==> src/rtl/alu_logic_pkg.sv <==
// Shared definitions for the RV32 bitwise-logic unit: op encoding and the
// combinational evaluator used by both the pipelined and single-cycle paths.
package alu_logic_pkg;

  typedef enum logic [2:0] {
    LOP_AND  = 3'b000,
    LOP_OR   = 3'b001,
    LOP_XOR  = 3'b010,
    LOP_ANDN = 3'b011,
    LOP_ORN  = 3'b100,
    LOP_XNOR = 3'b101,
    LOP_ORCB = 3'b110,
    LOP_RSVD = 3'b111
  } logic_op_e;

  // Widest datapath the evaluator serves; narrower callers zero-extend and truncate.
  localparam int LOGIC_MAX_W = 128;

  function automatic logic [LOGIC_MAX_W-1:0] logic_eval(
    input logic_op_e                op,
    input logic [LOGIC_MAX_W-1:0]   a,
    input logic [LOGIC_MAX_W-1:0]   b
  );
    logic [LOGIC_MAX_W-1:0] y;
    y = '0;
    case (op)
      LOP_AND:  y = a & b;
      LOP_OR:   y = a | b;
      LOP_XOR:  y = a ^ b;
      LOP_ANDN: y = a & ~b;
      LOP_ORN:  y = a | ~b;
      LOP_XNOR: y = ~(a ^ b);
      LOP_ORCB: begin
        for (int i = 0; i < LOGIC_MAX_W / 8; i++) begin
          y[8*i +: 8] = {8{|a[8*i +: 8]}};
        end
      end
      default:  y = '0;
    endcase
    return y;
  endfunction

endpackage

==> src/rtl/alu_logic_pipe_if.sv <==
// Valid/ready operand and result bus of the bitwise-logic pipeline.
interface alu_logic_pipe_if
  import alu_logic_pkg::*;
#(
  parameter int WIDTH = 32,
  parameter int TAG_W = 5
);
  logic             in_valid;
  logic             in_ready;
  logic_op_e        in_op;
  logic [WIDTH-1:0] in_a;
  logic [WIDTH-1:0] in_b;
  logic [TAG_W-1:0] in_tag;
  logic             out_valid;
  logic             out_ready;
  logic [WIDTH-1:0] out_y;
  logic             out_zero;
  logic             out_illegal;
  logic [TAG_W-1:0] out_tag;

  modport master (
    output in_valid, in_op, in_a, in_b, in_tag, out_ready,
    input  in_ready, out_valid, out_y, out_zero, out_illegal, out_tag
  );

  modport slave (
    input  in_valid, in_op, in_a, in_b, in_tag, out_ready,
    output in_ready, out_valid, out_y, out_zero, out_illegal, out_tag
  );
endinterface

==> src/rtl/alu_logic_stage.sv <==
// One elastic register stage: holds valid + payload, accepts when empty or
// when the downstream side is taking the current entry this cycle.
module alu_logic_stage #(
  parameter int PAYLOAD_W = 8
) (
  input  logic                 clk,
  input  logic                 rst,
  input  logic                 up_vld,
  output logic                 up_rdy,
  input  logic [PAYLOAD_W-1:0] up_data,
  output logic                 dn_vld,
  input  logic                 dn_rdy,
  output logic [PAYLOAD_W-1:0] dn_data
);
  logic                 vld_p0;
  logic [PAYLOAD_W-1:0] data_p0;
  logic                 load;

  // An empty stage always loads, so bubbles collapse without waiting on dn_rdy.
  assign load   = !vld_p0 || dn_rdy;
  assign up_rdy = load;

  always_ff @(posedge clk) begin
    if (rst) begin
      vld_p0  <= 1'b0;
      data_p0 <= '0;
    end else if (load) begin
      vld_p0 <= up_vld;
      if (up_vld) data_p0 <= up_data;
    end
  end

  assign dn_vld  = vld_p0;
  assign dn_data = data_p0;
endmodule

==> src/rtl/alu_logic_pipe.sv <==
// Pipelined RV32 bitwise-logic unit: combinational evaluation feeding a chain
// of PIPE_STAGES elastic register stages with valid/ready backpressure.
module alu_logic_pipe
  import alu_logic_pkg::*;
#(
  parameter int WIDTH       = 32,
  parameter int PIPE_STAGES = 2,
  parameter int TAG_W       = 5
) (
  input  logic             clk,
  input  logic             rst,
  alu_logic_pipe_if.slave  bus
);
  localparam int PAYLOAD_W = WIDTH + 2 + TAG_W;

  if ((WIDTH % 8) != 0 || WIDTH < 8 || WIDTH > LOGIC_MAX_W) begin : g_bad_width
    $error("alu_logic_pipe: WIDTH must be a multiple of 8 in 8..%0d", LOGIC_MAX_W);
  end
  if (PIPE_STAGES < 1 || PIPE_STAGES > 4) begin : g_bad_stages
    $error("alu_logic_pipe: PIPE_STAGES must be in 1..4");
  end

  logic [LOGIC_MAX_W-1:0] y_full;
  logic [WIDTH-1:0]       y_c;
  logic                   zero_c;
  logic                   illegal_c;
  logic [PAYLOAD_W-1:0]   payload_c;
  logic                   unused_y;

  always_comb begin
    y_full    = logic_eval(bus.in_op, LOGIC_MAX_W'(bus.in_a), LOGIC_MAX_W'(bus.in_b));
    y_c       = y_full[WIDTH-1:0];
    zero_c    = (y_c == '0);
    illegal_c = (bus.in_op == LOP_RSVD);
    payload_c = {y_c, zero_c, illegal_c, bus.in_tag};
  end

  assign unused_y = ^y_full;

  // Stage k feeds stage k+1; ready ripples back from out_ready to in_ready.
  for (genvar k = 0; k < PIPE_STAGES; k++) begin : stg
    logic                 up_vld;
    logic                 up_rdy;
    logic [PAYLOAD_W-1:0] up_data;
    logic                 dn_vld;
    logic                 dn_rdy;
    logic [PAYLOAD_W-1:0] dn_data;

    if (k == 0) begin : g_head
      assign up_vld  = bus.in_valid;
      assign up_data = payload_c;
    end else begin : g_link
      assign up_vld  = stg[k-1].dn_vld;
      assign up_data = stg[k-1].dn_data;
    end

    if (k == PIPE_STAGES - 1) begin : g_tail
      assign dn_rdy = bus.out_ready;
    end else begin : g_next
      assign dn_rdy = stg[k+1].up_rdy;
    end

    alu_logic_stage #(.PAYLOAD_W(PAYLOAD_W)) u_stage (
      .clk     (clk),
      .rst     (rst),
      .up_vld  (up_vld),
      .up_rdy  (up_rdy),
      .up_data (up_data),
      .dn_vld  (dn_vld),
      .dn_rdy  (dn_rdy),
      .dn_data (dn_data)
    );
  end

  assign bus.in_ready  = stg[0].up_rdy;
  assign bus.out_valid = stg[PIPE_STAGES-1].dn_vld;
  assign {bus.out_y, bus.out_zero, bus.out_illegal, bus.out_tag} = stg[PIPE_STAGES-1].dn_data;
endmodule

==> src/flat_wrapper.sv <==
// flat-port wrapper written by rule: the top's interface ports become plain ports
module alu_logic_pipe_flat import alu_logic_pkg::*;
#(
  parameter int WIDTH       = 32,
  parameter int PIPE_STAGES = 2,
  parameter int TAG_W       = 5
)
  (clk, rst, bus_in_valid, bus_in_op, bus_in_a, bus_in_b, bus_in_tag, bus_out_ready, bus_in_ready, bus_out_valid, bus_out_y, bus_out_zero, bus_out_illegal, bus_out_tag);
  alu_logic_pipe_if #(.WIDTH(WIDTH), .TAG_W(TAG_W)) bus_i ();
  input  logic clk;
  input  logic rst;
  input wire logic [$bits(bus_i.in_valid)-1:0] bus_in_valid;
  input wire logic [$bits(bus_i.in_op)-1:0] bus_in_op;
  input wire logic [$bits(bus_i.in_a)-1:0] bus_in_a;
  input wire logic [$bits(bus_i.in_b)-1:0] bus_in_b;
  input wire logic [$bits(bus_i.in_tag)-1:0] bus_in_tag;
  input wire logic [$bits(bus_i.out_ready)-1:0] bus_out_ready;
  output wire logic [$bits(bus_i.in_ready)-1:0] bus_in_ready;
  output wire logic [$bits(bus_i.out_valid)-1:0] bus_out_valid;
  output wire logic [$bits(bus_i.out_y)-1:0] bus_out_y;
  output wire logic [$bits(bus_i.out_zero)-1:0] bus_out_zero;
  output wire logic [$bits(bus_i.out_illegal)-1:0] bus_out_illegal;
  output wire logic [$bits(bus_i.out_tag)-1:0] bus_out_tag;
  assign bus_i.in_valid = bus_in_valid;
  assign bus_i.in_op = bus_in_op;
  assign bus_i.in_a = bus_in_a;
  assign bus_i.in_b = bus_in_b;
  assign bus_i.in_tag = bus_in_tag;
  assign bus_i.out_ready = bus_out_ready;
  assign bus_in_ready = bus_i.in_ready;
  assign bus_out_valid = bus_i.out_valid;
  assign bus_out_y = bus_i.out_y;
  assign bus_out_zero = bus_i.out_zero;
  assign bus_out_illegal = bus_i.out_illegal;
  assign bus_out_tag = bus_i.out_tag;
  alu_logic_pipe #(.WIDTH(WIDTH), .PIPE_STAGES(PIPE_STAGES), .TAG_W(TAG_W)) u_core (.clk(clk), .rst(rst), .bus(bus_i));
endmodule
==> config.mk <==
export PLATFORM = sky130hd
export DESIGN_NAME = alu_logic_pipe_flat
export DESIGN_NICKNAME = d
export VERILOG_FILES = /design/src/rtl/alu_logic_pkg.sv /design/src/rtl/alu_logic_pipe_if.sv /design/src/rtl/alu_logic_stage.sv /design/src/rtl/alu_logic_pipe.sv /design/src/flat_wrapper.sv
export SDC_FILE = /design/constraint.sdc
export NUM_CORES = 1
export LEC_CHECK = 0
export ABC_CLOCK_PERIOD_IN_PS = 2800
export BUFFER_PORTS_ARGS = -buffer_cell sky130_fd_sc_hd__buf_2
export CORE_UTILIZATION = 54
export DETAILED_ROUTE_END_ITERATION = 12
export PLACE_DENSITY = 0.81
export SKIP_CTS_REPAIR_TIMING = 1
export SKIP_LAST_GASP = 1
export SYNTH_ARGS = -nofsm -noshare
export SYNTH_HDL_FRONTEND = slang
export SYNTH_SLANG_ARGS = --single-unit
==> constraint.sdc <==
create_clock -name clk -period 2.8 [get_ports clk]
set_clock_uncertainty 0.05 [all_clocks]
set_input_delay 0.42 -clock clk [delete_from_list [all_inputs] [get_ports clk]]
set_output_delay 0.42 -clock clk [all_outputs]
set_load 0.01 [all_outputs]
==> results.md, run 1 <==
- Lkg Pwr: 2.31 nW
- Final Max Slew Viols: 0
- Setup crit end kind: flop
- Maximum clock insertion buffer count: 2
- CTS tree: done
- Total Routing Usage GR: 0.277
- CTS root buffer: clkbuf_8
- Peak VDD IR: 0.242 mV
- Num CTS Buffers: 9
- Register area share after synthesis: 0.350
- Synth async-reset ratio: 0
- Starting DRT DRC Count: 328
- Worst EP required: 2.99 ns
- Initial core utilization: 0.557
- Hpwl dp: 8570 µm
- Syn Nets: 688
- Setup violators final: 0
- Max Cap Viol: 0
- Largest net degree at the start of global routing: 42
- Ratio of final minimum period to clock period: 0.863
- Tightest Hold Check Type: primary input to flop
- Final WS setup: 0.383 ns
- Worst setup path class: primary input to flop
- Die area: 8850 µm²
- Clk slew on worst S/H paths: 0.08 ns
- Placer congestion estimate: 0.873
- Crit path DAT: 2.60 ns
- Total Wirelength: 12100 µm
- Layout cells sized above 1: 0.213
- Vias: 4839
- Post-synth EDFFs: 0
- Post-Place Setup Slack: 0.0760 ns
- CP Max Fanout: 27
- Initial antenna violation count: 0
- First-pass GRT wire length: 19500 µm
- IO Port Bufs: 116
- Ranking of synthesized cells by area: dfxtp_1, mux2i_1, nand2_1
- Post-synthesis average cell area: 7.48 µm²
- Fin. Hold Viols: 0
- Seq. cell area: 1600 µm²
- Top FF cell, synth: dfxtp_1
- RSZ-0062 raised after global routing: no
- Fillers: 704
- Die Wd: 94.1 µm
- Via density: 5.92
- NumNets Final: 784
- Fmax: 414 MHz
- H-tree levels: 3
- Mapped Area: 4580 µm²
- Post-Syn Instances: 612
- Detail Route Antenna Nets: 0
- Clock Sinks: 80
- Synth area leader: dfxtp_1
- GR Overflow Total: 0
- DRC viols: 0
- Power per Cell Area: 526 nW/µm²
- # diodes: 0
- Ys Warns: 0
- I/O pins: 117
- Pre-Repair DR Iteration Count: 5
- Vias in the first global route: 4083
- Outcome: finished, final reports clean
- Clk Latency, worst-skew pair: 0.35 ns
- Die H: 94.1 µm
- Crit start category: primary input
- Top-count cell post-synth: nand2_1
- Site Rows: 33
- Tmin final: 2.42 ns
- Area of the multi-input gates: 2750 µm²
- Yosys top cell area share: 0.350
- Worst slew pin tran: 1.27 ns
- Yosys reg bits: 80
- Setup TNS: 0 ns
- P&R area growth vs syn: 19.3%
- Slew HR: 0.151
- Core area: 8220 µm²
- Distinct cells, synth: 36
- Average wire per standard cell: 14.8 µm
- Most frequent cells after synthesis: nand2_1, nor2_1, dfxtp_1, a21oi_1, mux2i_1
[cell type report]
class,instances,share of cell area
clock inverters,7,0.0263
flip-flops and latches,80,0.293
inverters,5,0.00344
well taps,105,0.0240
clock buffers,9,0.0227
multi-input cells,481,0.503
repair buffers,131,0.127
[cells in the final DEF, fill, tap and decap left out, types with 3 or more instances in the layout]
master,n
buf_2,116
nand2_1,111
nor2_1,82
dfxtp_1,80
a21oi_1,71
mux2i_1,45
nor3_1,27
o221ai_1,23
maj3_1,19
a211oi_1,15
buf_4,15
nor4_1,13
o21ai_0,12
a31oi_1,10
clkbuf_8,9
nand2b_1,8
nand3b_1,7
and2_1,6
a221oi_1,6
inv_1,5
or2_1,4
nand4_1,4
bufinv_16,4
nor2b_1,3
[registers in the layout (all words and copies together), names as in the netlist]
name                        count
u_core.stg.u_stage.dn_data     78
u_core.stg.u_stage.dn_vld       2
[report_power, final]
group | internal, W | switching, W | leakage, nW
Combinational | 0.000219 | 0.000328 | 1.53
Clock | 0.000683 | 0.000416 | 0.126
Sequential | 0.00120 | 0.0000300 | 0.656
Total | 0.00210 | 0.000774 | 2.31
[worst max-delay path, cell delays in order]
cell	delay [ns]
buf_2	0.11
nor2b_2	0.96
buf_4	0.30
maj3_1	0.17
a31oi_1	0.04
o21ai_0	0.29
nor4_1	0.11
nand4_1	0.12
o31ai_2	0.07
[worst paths after layout]
check                                    from                                end  slack, ns  depth (start not counted)
max                              bus_in_op[2]   u_core.stg[0].u_stage.dn_data[6]       0.38                          9
min                             bus_in_tag[4]   u_core.stg[0].u_stage.dn_data[4]       0.26                          3
max reg2reg      u_core.stg[1].u_stage.dn_vld  u_core.stg[0].u_stage.dn_data[27]       0.68                          6
min reg2reg  u_core.stg[1].u_stage.dn_data[1]   u_core.stg[1].u_stage.dn_data[1]       0.40                          2
[logic make-up (layout without fill, tap and decap cells)]
family / after synthesis / count (layout) / synth area share
AOI/OAI and AO/OA: 143 / 143 / 0.196
adders and majority gates: 19 / 19 / 0.0415
buffers and inverters: 51 / 152 / 0.0503
DFF: 80 / 80 / 0.350
muxes: 45 / 45 / 0.0984
and+or+nand+nor: 274 / 274 / 0.264
[metrics by stage]
step / util / area [µm²] / power [W] / std cells / hold slack (ns)
2_1_floorplan: - / 4580 / 0.00159 / 612 / 0.382
3_5_place_dp: 0.632 / 5190 / 0.00179 / 802 / 0.394
4_1_cts: 0.665 / 5460 / 0.00288 / 818 / 0.241
5_1_grt: 0.665 / 5460 / 0.00301 / 818 / 0.253
6_report: 0.665 / 5460 / 0.00287 / 818 / 0.257
3_3_place_gp: 0.632 / 5190 / 0.00177 / 802 / 0.388
[routing by layer]
metal / vias up / GRT usage / share of wire
met4: 0 / 0.0910 / 0.016
met5: - / 0 / 0
met3: 20 / 0.0388 / 0.072
met2: 227 / 0.415 / 0.45
met1: 2225 / 0.403 / 0.47
li1: 2367 / - / -
(Power assumes the default switching activity.)
==> run 2: changes to the inputs <==
ABC_AREA = 1   (was default)
CORE_UTILIZATION = 56   (was 54)
==> results.md, run 2 <==
- Top-count cell post-synth: nor2_1
- Yosys reg bits: 80 (unchanged)
- Initial antenna violation count: 1 (+1)
- Synth area leader: dfxtp_1
- P&R area growth vs syn: 15.1%
- Total Wirelength: 14300 µm (+18%)
- Top FF cell, synth: dfxtp_1
- Total Routing Usage GR: 0.281 (+0.00460)
- Ranking of synthesized cells by area: dfxtp_1, nor2_1, nand2_1
- Fin. Hold Viols: 0 (unchanged)
- IO Port Bufs: 116 (unchanged)
- Peak VDD IR: 0.402 mV (+66%)
- Placer congestion estimate: 0.934 (+6.9%)
- Hold slack final: 0.260 ns (+0.00294 ns)
- Setup crit end kind: flop
- # diodes: 0 (unchanged)
- Die H: 103 µm (+9.1%)
- Most frequent cells in the layout: nor2_1, nand2_1, inv_1
- Pre-Repair DR Iteration Count: 5 (unchanged)
- RSZ-0062 raised after global routing: no
- Starting DRT DRC Count: 253 (-23%)
- Most frequent cells after synthesis: nor2_1, nand2_1, inv_1, dfxtp_1, nand3_1
- Layout cells sized above 1: 0.150 (-0.0633)
- Clk Latency, worst-skew pair: 0.35 ns (about the same)
- Worst path cell trace: buf_2, nor2_2, nand2_1, nand2_1, buf_4, nand2_1, nor2_1, nor2_1, nand2_1, nor2_1, nand2_1, nor2_1, nand2_1, a21oi_2
- Die Wd: 103 µm (+9.1%)
- Power per Cell Area: 437 nW/µm² (-17%)
- Setup TNS: 0 ns (unchanged)
- Initial core utilization: 0.580 (+0.0231)
- Crit path DAT: 2.25 ns (-0.35 ns)
- Ys Warns: 0 (unchanged)
- Max FFs per register: 78 (unchanged)
- Final Core Density: 0.668 (+0.00311)
- Worst slew pin tran: 0.619 ns (-0.648 ns)
- Worst EP required: 3.00 ns (about the same)
- Clock Sinks: 80 (unchanged)
- Area of the multi-input gates: 3320 µm² (+21%)
- Num CTS Buffers: 9 (unchanged)
- Synth async-reset ratio: 0 (unchanged)
- GR Overflow Total: 0 (unchanged)
- Distinct cells, synth: 26 (-28%)
- Detail Route Antenna Nets: 0 (unchanged)
- DRC viols: 0 (unchanged)
- Register area share after synthesis: 0.282 (-0.0674)
- Hpwl dp: 10500 µm (+22%)
- Most used cell, CP: nand2_1
- Final Max Slew Viols: 0 (unchanged)
- Syn Nets: 1072 (+56%)
- Outcome: finished, final reports clean
- Maximum clock insertion buffer count: 2 (unchanged)
- Tmin final: 2.05 ns (-0.369 ns)
- NumNets Final: 1172 (+49%)
- Crit start category: primary input
- Lkg Pwr: 3.76 nW (+63%)
- Fillers: 933 (+33%)
- Die area: 10500 µm² (+19%)
- Post-synth EDFFs: 0 (unchanged)
- Average wire per standard cell: 11.6 µm (-22%)
- CP Max Fanout: 25 (-7.4%)
- Slowest cell on crit path: nor2_2
- H-tree levels: 3 (unchanged)
- Core area: 9770 µm² (+19%)
- Mapped Area: 5670 µm² (+24%)
- Post-Syn Instances: 996 (+63%)
- Leading cell type in the layout, fill and taps excluded: nor2_1
- Yosys top cell area share: 0.282 (-0.0674)
- Worst setup path class: primary input to flop
- Tightest Hold Check Type: primary input to flop
- Fmax: 488 MHz (+18%)
- Ratio of final minimum period to clock period: 0.731 (-0.132)
- Clk slew on worst S/H paths: 0.08 ns (about the same)
- CTS tree: done
- I/O pins: 117 (unchanged)
- CP max stage delay: 0.50 ns (-0.46 ns)
- Vias in the first global route: 5337 (+31%)
- Setup violators final: 0 (unchanged)
- First-pass GRT wire length: 23500 µm (+20%)
- Via density: 4.97 (-16%)
- Vias: 6128 (+27%)
- CTS root buffer: clkbuf_8
- Post-synthesis average cell area: 5.70 µm² (-24%)
- Seq. cell area: 1600 µm² (unchanged)
- Site Rows: 36 (+9.1%)
- Slew HR: 0.587 (+0.436)
- Max Cap Viol: 0 (unchanged)
- Largest net degree at the start of global routing: 77 (+83%)
==> run 2: cell type report <==
class | instances | area share
clock buffer | 10 | 0.0211
clock inverter | 6 | 0.0103
tap | 133 | 0.0255
multi-input combinational | 736 | 0.508
timing repair buffer | 132 | 0.111
sequential | 80 | 0.245
inverter | 137 | 0.0788
==> run 2: cell families after synthesis <==
family,synth area share
simple gates,0.412
buf+inv,0.133
flops,0.282
xor+xnor,0.0509
compound gates,0.122
==> run 2: path summary, 6_finish.rpt <==
kind	start	end	slack (ns)	depth (start not counted)
worst max register to register	u_core.stg[1].u_stage.dn_vld	u_core.stg[0].u_stage.dn_data[22]	0.90	6
worst min-delay path	rst	u_core.stg[0].u_stage.dn_data[6]	0.26	2
worst min register to register	u_core.stg[0].u_stage.dn_data[5]	u_core.stg[0].u_stage.dn_data[5]	0.42	2
worst max-delay path	bus_in_op[0]	u_core.stg[0].u_stage.dn_data[6]	0.75	14
==> run 2: metal layers <==
metal / wire [µm] / part of all wire / global-route usage
met1: 6300 / 0.44 / 0.334
met2: 7010 / 0.49 / 0.513
met3: 686 / 0.048 / 0.0502
met4: 261 / 0.018 / 0.0846
met5: 14 / 0.00098 / 0
==> run 2: through the flow <==
step | cell area, µm² | std cells | worst slack (ns) | power (W)
floorplan | 5670 | 996 | 0.965 | 0.00178
global placement | 6320 | 1218 | 0.465 | 0.00202
detailed placement | 6320 | 1218 | 0.428 | 0.00203
CTS | 6530 | 1234 | 0.802 | 0.00287
global route | 6530 | 1234 | 0.570 | 0.00304
finish | 6530 | 1234 | 0.752 | 0.00285
==> run 2: critical path: cells and delay by family <==
family,cells,cell delay [ns]
buffers and inverters,2,0.47
and+or+nand+nor,11,1.30
AOI/OAI and AO/OA,1,0.05
==> run 2: where the power goes <==
part	internal, W	switching (W)
registers	0.00122	0.0000414
clock network	0.000439	0.000409
logic	0.000272	0.000471
total	0.00193	0.000921
==> run 3: changes to the inputs <==
ABC_CLOCK_PERIOD_IN_PS = 1700   (was 2800)
CORE_UTILIZATION = 51   (was 56)
PLACE_DENSITY = 0.78   (was 0.81)
clock period = 1.7 ns   (was 2.8 ns; I/O delays follow)
==> results.md, run 3 (same netlist as run 2, synthesis figures left out) <==
- Vias: 6515 (+6.3%)
- Pre-Repair DR Iteration Count: 5 (unchanged)
- # diodes: 0 (unchanged)
- Num CTS Buffers: 9 (unchanged)
- Clk pwr share: 0.270 (-0.027)
- Max FFs per register: 78 (unchanged)
- Clock Sinks: 80 (unchanged)
- Reg2reg end: u_core.stg[0].u_stage.dn_data[6]
- Final Max Slew Viols: 0 (unchanged)
- Clk Latency, worst-skew pair: 0.34 ns (about the same)
- Total Wirelength: 15400 µm (+8.1%)
- Reg2reg setup slack: 0.08 ns (-0.82 ns)
- R2r startpoint: u_core.stg[0].u_stage.dn_vld
- Via density: 4.89 (-1.4%)
- IO Port Bufs: 116 (unchanged)
- First-pass GRT wire length: 25700 µm (+9.4%)
- Average wire per standard cell: 11.6 µm (+0.24%)
- Initial antenna violation count: 0 (-1)
- CTS root buffer: clkbuf_8
- Fin area: 7360 µm² (+13%)
- Fin. Hold Viols: 0 (unchanged)
- Fillers: 1024 (+9.8%)
- NetSw: 0.00156 W (+69%)
- Die Wd: 107 µm (+4.7%)
- Hpwl dp: 11800 µm (+13%)
- DRC viols: 0 (unchanged)
- Fmax: 616 MHz
- Core area: 10800 µm² (+11%)
- I/O pins: 117 (unchanged)
- Maximum clock insertion buffer count: 2 (unchanged)
- Ratio of final minimum period to clock period: 0.956
- Worst EP required: 1.93 ns (-1.07 ns)
- Tmin final: 1.62 ns
- Max Cap Viol: 0 (unchanged)
- Clk slew on worst S/H paths: 0.08 ns (about the same)
- Most frequent cells in the layout: nor2_1, nand2_1, inv_1
- Peak VDD IR: 0.606 mV (+51%)
- CTS tree: done
- Int Power: 0.00335 W (+73%)
- Crit path DAT: 1.86 ns (-0.39 ns)
- WHS Path Cells: 3 (+1)
- Leading cell type in the layout, fill and taps excluded: nor2_1
- Crit start category: flop
- Die H: 107 µm (+4.7%)
- Setup violators final: 0 (unchanged)
- NumNets Final: 1262 (+7.7%)
- Power per Cell Area: 667 nW/µm² (+53%)
- Largest net degree at the start of global routing: 44 (-43%)
- Worst Min Path Start: bus_in_tag[1]
- Reg2Reg Depth: 13 (+7)
- Seq. cell area: 1600 µm² (+0.16%)
- Switching part of the total: 0.317 (-0.00579)
- Worst slew pin tran: 0.347 ns (-0.273 ns)
- P&R area growth vs syn: 29.7%
- Worst setup path class: flop to flop
- RSZ-0062 raised after global routing: yes
- Post-Place Setup Slack: -0.292 ns (-0.721 ns)
- Total Routing Usage GR: 0.278 (-0.00303)
- Placer congestion estimate: 0.935 (+0.15%)
- Die area: 11500 µm² (+9.6%)
- Area of the multi-input gates: 3340 µm² (+0.75%)
- CP Max Fanout: 3 (-88%)
- GR Overflow Total: 0 (unchanged)
- Lkg Pwr: 4.23 nW (+12%)
- Layout cells sized above 1: 0.222 (+0.0718)
- Vias in the first global route: 5896 (+10%)
- Sequential power share: 0.424 (-0.019)
- Starting DRT DRC Count: 336 (+33%)
- H-tree levels: 3 (unchanged)
- Detail Route Antenna Nets: 0 (unchanged)
- Setup crit end kind: flop
- Final WS setup: 0.0756 ns (-0.677 ns)
- Tightest Hold Check Type: primary input to flop
- Initial core utilization: 0.523 (-0.0571)
- Combinational share of power: 0.307 (+0.047)
- Outcome: finished, final reports clean
- Worst Hold Path EP: u_core.stg[0].u_stage.dn_data[1]
- Site Rows: 38 (+5.6%)
- Slew HR: 0.768 (+0.181)
- Placed cell areas: 7120 µm² (+13%)
run 3: cell types whose count changed in the layout (fill, tap and decap cells not counted), sizes merged:
cell,change
inv,-1
clkinvlp,+1
buf,+90
run 3: final cells by class:
class | instances | area share
inverters | 137 | 0.0707
repair buffers | 222 | 0.208
well taps | 140 | 0.0238
clock inverters | 6 | 0.00816
multi-input cells | 736 | 0.454
clock buffers | 10 | 0.0173
flip-flops and latches | 80 | 0.218
run 3: power groups by stage:
stage / sequential, W / combinational, W / clock, W
floorplan: 0.00215 / 0.000779 / 0
global placement: 0.00212 / 0.00146 / 0
detailed placement: 0.00212 / 0.00148 / 0
CTS: 0.00208 / 0.00149 / 0.00136
global route: 0.00210 / 0.00170 / 0.00143
finish: 0.00208 / 0.00150 / 0.00132
run 3: worst max-delay path by stage:
stage                                            start                                end  slack [ns]  depth (start not counted)
final                     u_core.stg[0].u_stage.dn_vld   u_core.stg[0].u_stage.dn_data[6]        0.08                         13
after detailed placement                  bus_in_op[0]   u_core.stg[0].u_stage.dn_data[6]       -0.29                         13
after CTS                 u_core.stg[1].u_stage.dn_vld   u_core.stg[0].u_stage.dn_data[6]     -0.0002                         13
after global routing                      bus_in_op[0]   u_core.stg[0].u_stage.dn_data[6]       -0.07                         16
after floorplan           u_core.stg[1].u_stage.dn_vld  u_core.stg[0].u_stage.dn_data[22]        0.03                          7
after global placement                    bus_in_op[0]   u_core.stg[0].u_stage.dn_data[6]       -0.25                         13
run 3: per-layer routing:
layer | track usage | up-vias | share of wire
met1 | 0.330 | 2854 | 0.43
met5 | 0 | - | 0
met4 | 0.106 | 0 | 0.031
met3 | 0.0508 | 40 | 0.054
li1 | - | 3427 | -
met2 | 0.496 | 194 | 0.49
run 3: critical path, stage by stage, from the launching register on:
cell and delay, ns:
dfxtp_2 0.33, nand3_2 0.09, nand2_2 0.09, clkinvlp_4 0.12, nand2_1 0.06, nor2_1 0.08, nand2_1 0.09, nor2_1 0.13
nand2_1 0.06, nor2_1 0.13, nand2_1 0.08, nor2_2 0.10, nand2_1 0.07, a21oi_2 0.10
run 3: per-stage QoR:
| stage | total power, W | hold slack [ns] | util | cells | TNS (ns) |
|---|---|---|---|---|---|
| 2_1_floorplan | 0.00293 | 0.267 | - | 996 | 0 |
| 3_3_place_gp | 0.00358 | 0.401 | 0.657 | 1313 | -1.18 |
| 3_5_place_dp | 0.00361 | 0.408 | 0.657 | 1313 | -1.91 |
| 4_1_cts | 0.00492 | 0.0920 | 0.674 | 1329 | -0.000250 |
| 5_1_grt | 0.00523 | 0.0912 | 0.679 | 1331 | -0.0690 |
| 6_report | 0.00491 | 0.111 | 0.679 | 1331 | 0 |
